`src/rtl/mips_pkg.sv`:
```
// rtl/mips_pkg.sv - shared constants and fetch-state type for the MIPS pipeline
package mips_pkg;

  localparam int WORD_W = 32;
  localparam logic [WORD_W-1:0] NOP              = 32'h0000_0000;
  localparam logic [WORD_W-1:0] RESET_PC_DEFAULT = 32'h0000_0000;

  typedef enum logic {
    FETCH   = 1'b0,
    PENDING = 1'b1
  } fetch_state_t;

endpackage

```
`src/rtl/pipereg_fd.sv`:
```
// rtl/pipereg_fd.sv - IF/ID pipeline register with enable and synchronous bubble clear
module pipereg_fd
  import mips_pkg::*;
(
  input  logic              clk,
  input  logic              reset,
  input  logic              en,
  input  logic              clr,
  input  logic [WORD_W-1:0] ld_instr,
  input  logic [WORD_W-1:0] ld_pcplus4,
  output logic [WORD_W-1:0] instr,
  output logic [WORD_W-1:0] pcplus4,
  output logic              valid
);

  // Reset beats the enable; clear only applies when the register is enabled.
  always_ff @(posedge clk) begin
    if (reset) begin
      instr   <= NOP;
      pcplus4 <= '0;
      valid   <= 1'b0;
    end else if (en) begin
      if (clr) begin
        instr   <= NOP;
        pcplus4 <= '0;
        valid   <= 1'b0;
      end else begin
        instr   <= ld_instr;
        pcplus4 <= ld_pcplus4;
        valid   <= 1'b1;
      end
    end
  end

endmodule

```
`src/rtl/stage_fetch.sv`:
```
// rtl/stage_fetch.sv - instruction fetch stage: PC, redirect latching and IF/ID register
module stage_fetch
  import mips_pkg::*;
#(
  parameter logic [WORD_W-1:0] RESET_PC = RESET_PC_DEFAULT
) (
  input  logic              clk,
  input  logic              reset,
  output logic [WORD_W-1:0] imem_addr,
  output logic              imem_req,
  input  logic [WORD_W-1:0] imem_rdata,
  input  logic              imem_ready,
  input  logic              stall_F,
  input  logic              stall_D,
  input  logic              flush_D,
  input  logic              pcsrc_D,
  input  logic [WORD_W-1:0] pcbranch_D,
  input  logic              jump_D,
  input  logic [WORD_W-1:0] pcjump_D,
  output logic [WORD_W-1:0] pc_F,
  output logic [WORD_W-1:0] instr_D,
  output logic [WORD_W-1:0] pcplus4_D,
  output logic              valid_D
);

  fetch_state_t      state, state_next;
  logic [WORD_W-1:0] pend_target, pend_next;
  logic [WORD_W-1:0] pc_next;
  logic [WORD_W-1:0] pc_plus4;
  logic [WORD_W-1:0] redir_target;
  logic              redirect;
  logic              fetch_done;

  assign imem_addr  = pc_F;
  assign imem_req   = !reset && !stall_F;
  assign fetch_done = imem_req && imem_ready;
  assign pc_plus4   = pc_F + 32'd4;
  assign redirect   = jump_D || pcsrc_D;

  // Jump wins over branch; targets are always word aligned.
  assign redir_target = (jump_D ? pcjump_D : pcbranch_D) & ~32'h3;

  always_comb begin
    state_next = state;
    pend_next  = pend_target;
    pc_next    = pc_F;
    if (stall_F) begin
      if (redirect) begin
        state_next = PENDING;
        pend_next  = redir_target;
      end
    end else begin
      state_next = FETCH;
      if (redirect)
        pc_next = redir_target;
      else if (state == PENDING)
        pc_next = pend_target;
      else if (fetch_done)
        pc_next = pc_plus4;
    end
  end

  always_ff @(posedge clk) begin
    if (reset) begin
      state       <= FETCH;
      pend_target <= '0;
      pc_F        <= RESET_PC;
    end else begin
      state       <= state_next;
      pend_target <= pend_next;
      pc_F        <= pc_next;
    end
  end

  // Any cycle without a completed fetch inserts a bubble unless decode is stalled.
  pipereg_fd u_pipereg_fd (
    .clk        (clk),
    .reset      (reset),
    .en         (!stall_D),
    .clr        (flush_D || !fetch_done),
    .ld_instr   (imem_rdata),
    .ld_pcplus4 (pc_plus4),
    .instr      (instr_D),
    .pcplus4    (pcplus4_D),
    .valid      (valid_D)
  );

endmodule

```
`config.mk`:
```
export PLATFORM = sky130hd
export DESIGN_NAME = stage_fetch
export DESIGN_NICKNAME = d
export VERILOG_FILES = /design/src/rtl/mips_pkg.sv /design/src/rtl/pipereg_fd.sv /design/src/rtl/stage_fetch.sv
export SDC_FILE = /design/constraint.sdc
export NUM_CORES = 1
export LEC_CHECK = 0
export CAP_MARGIN = 0
export CORE_MARGIN = 5
export CORE_UTILIZATION = 41
export DETAILED_ROUTE_END_ITERATION = 10
export PLACE_DENSITY = 0.82
export SKIP_LAST_GASP = 1
export SLEW_MARGIN = 20
export SYNTH_ARGS = -nofsm -noshare
export SYNTH_HDL_FRONTEND = slang
export SYNTH_SLANG_ARGS = --single-unit
```
`constraint.sdc`:
```
create_clock -name clk -period 1.9 [get_ports clk]
set_input_delay 0.38 -clock clk [delete_from_list [all_inputs] [get_ports clk]]
set_output_delay 0.38 -clock clk [all_outputs]
set_load 0.005 [all_outputs]
```
## Word level (Yosys, flattened, before mapping)

Cells that the tools add are included.

- Flip-flop bits (word level): 128
- Input port bits: 104
- Output and inout bits: 130
- Logic and storage cells: 26

- $add $sub $neg: 1
- Mux-type cells: 7
- Bitwise operators: 1
- Reductions and logical operators: 11

Operators by type and width:

| operator | number |
|---|---|
| $mux 32 | 6 |
| $add 32x3->32 const B | 1 |
| $reduce_and 2->1 | 2 |
| $logic_not 1->1 | 3 |
| $reduce_bool 3->1 | 1 |
| $logic_and 1x1->1 | 2 |
| $logic_or 1x1->1 | 2 |
| $reduce_or 2->1 | 1 |
| $mux 1 | 1 |
| $not 1->1 | 1 |

## Longest topological paths before layout

- Depth in word-level cells: 6
- Depth in mapped cells: 7
- Mapped depth without buffers: 6

## Modules after synthesis

Synthesis repeated with hierarchy kept, for this count alone.

- Cell total of the unflattened synthesis: 883
- Area, all modules: 7143.1 um2

By module, submodules not included:

| module | instances | cells an instance | area an instance (um2) | seq. area each (um2) |
|---|---|---|---|---|
| stage_fetch | 1 | 596 | 4453.0 | 1221.2 |
| pipereg_fd | 1 | 287 | 2690.1 | 1301.2 |

## Worst setup path before layout

Ideal clock, no wire load.

- Kind: register -> register
- From: register pc_F[2], in the netlist imem_addr[2]
- To: register pc_F[30], in the netlist imem_addr[30]
- Library setup time: 122 ps
- Data arrival time: 1788 ps
- Data required time: 1778 ps
- Setup slack: -10 ps
- Cell stages (with the launch flop): 7
- Buffers on the path: 0
- Period minus slack after synthesis: 1910 ps
- Cell sequence: dfxtp_1 > ha_1 > and4_2 > nand4_4 > nor4_4 > nor3_1 > a311o_1

- Cells in the longest elaborated chain, start to end: 4

Ends and longest elaborated chain:

| element | RTL line | text |
|---|---|---|
| start: declaration | stage_fetch.sv:20 | `output logic [WORD_W-1:0] pc_F,` |
| start signal: assignment | stage_fetch.sv:71 | `pc_F <= pc_next;` |
| $add 32x3->32 | stage_fetch.sv:37 | `assign pc_plus4 = pc_F + 32'd4;` |
| $mux 32 | stage_fetch.sv:58 | `else if (fetch_done)` |
| $mux 32 | stage_fetch.sv:56 | `else if (state == PENDING)` |
| $mux 32 | stage_fetch.sv:54 | `if (redirect)` |

No other way between the ends. The select of a mux whose other input is x is not followed.
A chain may end at the register's enable or synchronous reset.

## Final worst setup path

- From: register pc_F[10], in the netlist imem_addr[10]
- To: output port imem_addr[10]

RTL lines:

| element | RTL line | text |
|---|---|---|
| end: declaration | stage_fetch.sv:9 | `output logic [WORD_W-1:0] imem_addr,` |

No word-level cell between the ends.

==> metrics.md <==
| Metric | Value |
|---|---|
| Worst-case clock buffer depth | `2` |
| FFs w/ async S/R, synth | `0%` |
| Die ar. | `19000 µm²` |
| Pleak | `3.72 nW` |
| Minimum clock period | `1.86 ns` |
| Largest net degree at the start of global routing | `73` |
| I/O Pins | `234` |
| Reg clk slew, reported paths | `0.06 ns` |
| Pwr Total | `7.13 mW` |
| Setup TNS | `0 ns` |
| N_diodes | `0` |
| R2R Setup Slk | `0.08 ns` |
| Combinational power share | `17.4%` |
| Iteration-0 DRC Markers | `512` |
| Max Cap Violations | `0` |
| Initial antenna violation count | `0` |
| Yosys cell types | `67` |
| Post-synth top cells | `124 x dfxtp_1, 88 x nor2_1, 84 x nand2_1, 62 x a21oi_1, 51 x o21ai_0` |
| Setup violations, final | `0` |
| Final Hold Viols | `0` |
| Routed Antenna Nets | `0` |
| # fillers | `1312` |
| Post-synth EDFFs | `0` |
| H-tree depth | `4` |
| Synth Cell Area | `6680 µm²` |
| WS Path Type | `flop to output pin` |
| Most frequent cell after synthesis | `dfxtp_1` |
| Worst slew pin tran | `0.647 ns` |
| Hold buffer count at CTS | `0` |
| Dpl cell area | `9280 µm²` |
| Post-layout util | `62.2%` |
| Switching power | `1.96 mW` |
| Placed cells | `1233` |
| Power per cell area | `719 nW/µm²` |
| Area grow syn2layout | `48.4%` |
| Sequential fraction of design power | `39.0%` |
| Crit-path slowest cell | `clkdlybuf4s50_1` |
| Core Area | `15900 µm²` |
| Pre-CTS setup slack | `-0.0707 ns` |
| Layout cells sized above 1 | `14.7%` |
| Worst reg-to-reg path cell count | `6` |
| CP max FO | `9` |
| TritonCTS Buffers | `17` |
| Vias in the first global route | `6382` |
| Int Power | `5.18 mW` |
| WP data arrival | `1.48 ns` |
| Yosys synthesis warning count | `0` |
| Die height | `138 µm` |
| Clock Power Share | `43.6%` |
| Post-Syn Instances | `819` |
| Clock skew | `0.0121 ns` |
| Worst r2r src | `imem_addr[6]` |
| Capturing point of the worst reg2reg path | `imem_addr[31]` |
| Initial core utilization | `41.9%` |
| Fin crit share | `98.0%` |
| Post-DP HPWL | `16400 µm` |
| Status | `finished clean` |
| Crit path cell chain | `buf_4 -> clkdlybuf4s50_1` |
| Max Fclk | `0.537 GHz` |
| CTS tree | `yes` |
| Peak per-stage delay on the critical path | `0.53 ns` |
| Slew Limit Headroom | `56.7%` |
| Final layout net count | `1147` |
| Worst Setup EP | `imem_addr[10]` |
| Peak supply drop | `674 µV` |
| Max Slew Vio Count | `0` |
| Total vias in the final route | `6986` |
| Top FF cell, synth | `dfxtp_1` |
| Worst Setup SP | `imem_addr[10]` |
| Finished Cell Area | `9920 µm²` |
| Seq/Total Area, Yosys | `37.1%` |
| Post-Route WL | `22400 µm` |
| RSZ-0062 raised after global routing | `false` |
| Die X-Extent | `138 µm` |
| Worst-Skew Late Latency | `0.42 ns` |
| CP startpoint kind | `flop` |
| Element type at the critical path end | `output pin` |
| Pre-antenna DRT Iters | `7` |
| Via density | `5.50` |
| GRT Util Overall | `22.4%` |
| First-pass GRT wire length | `33600 µm` |
| GR Overflow Total | `0` |
| FF+latch count, synth | `124` |
| Worst Path Required | `1.52 ns` |
| Post-synth top area share | `37.1%` |
| Final worst slack | `0.0383 ns` |
| Fin Hold WS | `0.263 ns` |
| Top cells by area, synth | `dfxtp_1 37%, nor2_1 4.9%, nand2_1 4.7%` |
| Mean Syn Cell Area | `8.16 µm²` |
| Fin cells | `1271` |
| RePlAce Congestion | `0.898` |
| Port buffer count | `223` |
| Clock Root Buffer | `clkbuf_16` |
| Avg WL per Cell | `17.6 µm` |
| HP Class | `primary input to flop` |
| Yosys top cell by area | `dfxtp_1` |
| FP Rows | `46` |
| # DRC | `0` |
| Sw Ratio | `27.5%` |
| CTS Sinks | `124` |
-- what timing repair did --
item / in CTS / in global routing
setup endpoints to repair: 11 / 13
hold endpoints to repair: 0 / 0
resized for setup: 6 / 6
pin swaps: 1 / 3
setup buffers: 1 / 5
-- area by class of cell --
type                    instances  area [µm²]  area share (%)
clock buffers                  17         425            4.29
flip-flops and latches        124        2490            25.2
clock inverters                15         140            1.41
inverters                      17        63.8           0.643
repair buffers                308        2960            29.8
multi-input cells             574        3570            35.9
well taps                     216         270            2.72
-- kinds of logic (layout without fill, tap and decap cells) --
| kind of cell | Yosys count | count (layout) | synth area share [%] |
|---|---|---|---|
| AO/OA/AOI/OAI | 236 | 236 | 22.9 |
| adder cells (fa/ha/maj) | 1 | 1 | 0.187 |
| flip-flops | 124 | 124 | 37.1 |
| multiplexers | 24 | 24 | 3.61 |
| other | 1 | 6 | 0.0561 |
| XOR/XNOR | 28 | 28 | 3.67 |
| buffers and inverters | 126 | 357 | 10.0 |
| AND/OR/NAND/NOR | 279 | 279 | 22.4 |
-- power groups by stage --
| stage | logic [mW] | registers, mW | clock network (mW) |
|---|---|---|---|
| floorplan | 0.578 | 2.85 | 0 |
| global placement | 1.19 | 2.83 | 0 |
| detailed placement | 1.21 | 2.84 | 0 |
| CTS | 1.22 | 2.78 | 3.16 |
| global route | 1.33 | 2.79 | 3.26 |
| finish | 1.24 | 2.78 | 3.11 |
-- state kept, by name, indices dropped and copies added, names as in the netlist --
| name | count |
|---|---|
| pend_target | 30 |
| u_pipereg_fd.instr | 32 |
| imem_addr | 30 |
| state | 1 |
| u_pipereg_fd.valid | 1 |
| u_pipereg_fd.pcplus4 | 30 |
-- worst max-delay path: cells and delay by family, from the launching register on --
kind	cells	cell delay (ns)
buf+inv	2	0.72
flops	1	0.34
-- per-layer routing --
layer	up-vias	wire length, µm	GRT usage, %
met1	3196	9320	29.5
met5	-	0	0
li1	3365	-	-
met2	382	10400	35.6
met3	43	2210	5.77
met4	0	495	7.98
-- how the worst min path moves through the flow --
stage                                to  slack (ns)                      from  depth (start not counted)
2_1_floorplan  u_pipereg_fd.pcplus4[25]        0.44  u_pipereg_fd.pcplus4[25]                          2
3_3_place_gp   u_pipereg_fd.pcplus4[20]        0.43  u_pipereg_fd.pcplus4[20]                          2
3_5_place_dp   u_pipereg_fd.pcplus4[27]        0.45  u_pipereg_fd.pcplus4[27]                          2
4_1_cts           u_pipereg_fd.instr[6]        0.23                     reset                          2
5_1_grt           u_pipereg_fd.instr[6]        0.25                     reset                          2
6_report          u_pipereg_fd.instr[6]        0.26                     reset                          2
-- cells in the final DEF, fill, tap and decap left out, types with 4 or more instances in the layout --
cell / synthesis / routed
buf_4: 36 / 77
and3b_1: 15 / 15
o21ai_0: 51 / 51
nor4_1: 11 / 10
a21oi_1: 62 / 62
a22oi_1: 40 / 40
nand3_1: 18 / 18
buf_12: 0 / 8
inv_6: 0 / 5
o211ai_1: 6 / 6
clkbuf_16: 0 / 17
nor2_1: 88 / 88
a211oi_1: 20 / 20
nand3b_1: 8 / 8
conb_1: 1 / 6
and4_1: 4 / 4
clkinvlp_4: 0 / 4
nor3_1: 11 / 10
nand4_1: 10 / 10
dfxtp_2: 0 / 4
mux2i_1: 23 / 23
dfxtp_1: 124 / 118
o32ai_1: 11 / 11
o22ai_1: 9 / 9
clkdlybuf4s50_1: 0 / 218
xnor2_1: 25 / 25
a311oi_1: 12 / 12
nand2_1: 84 / 84
nor4_4: 5 / 5
inv_1: 16 / 16
No activity file was read; power rests on OpenSTA's default activity.
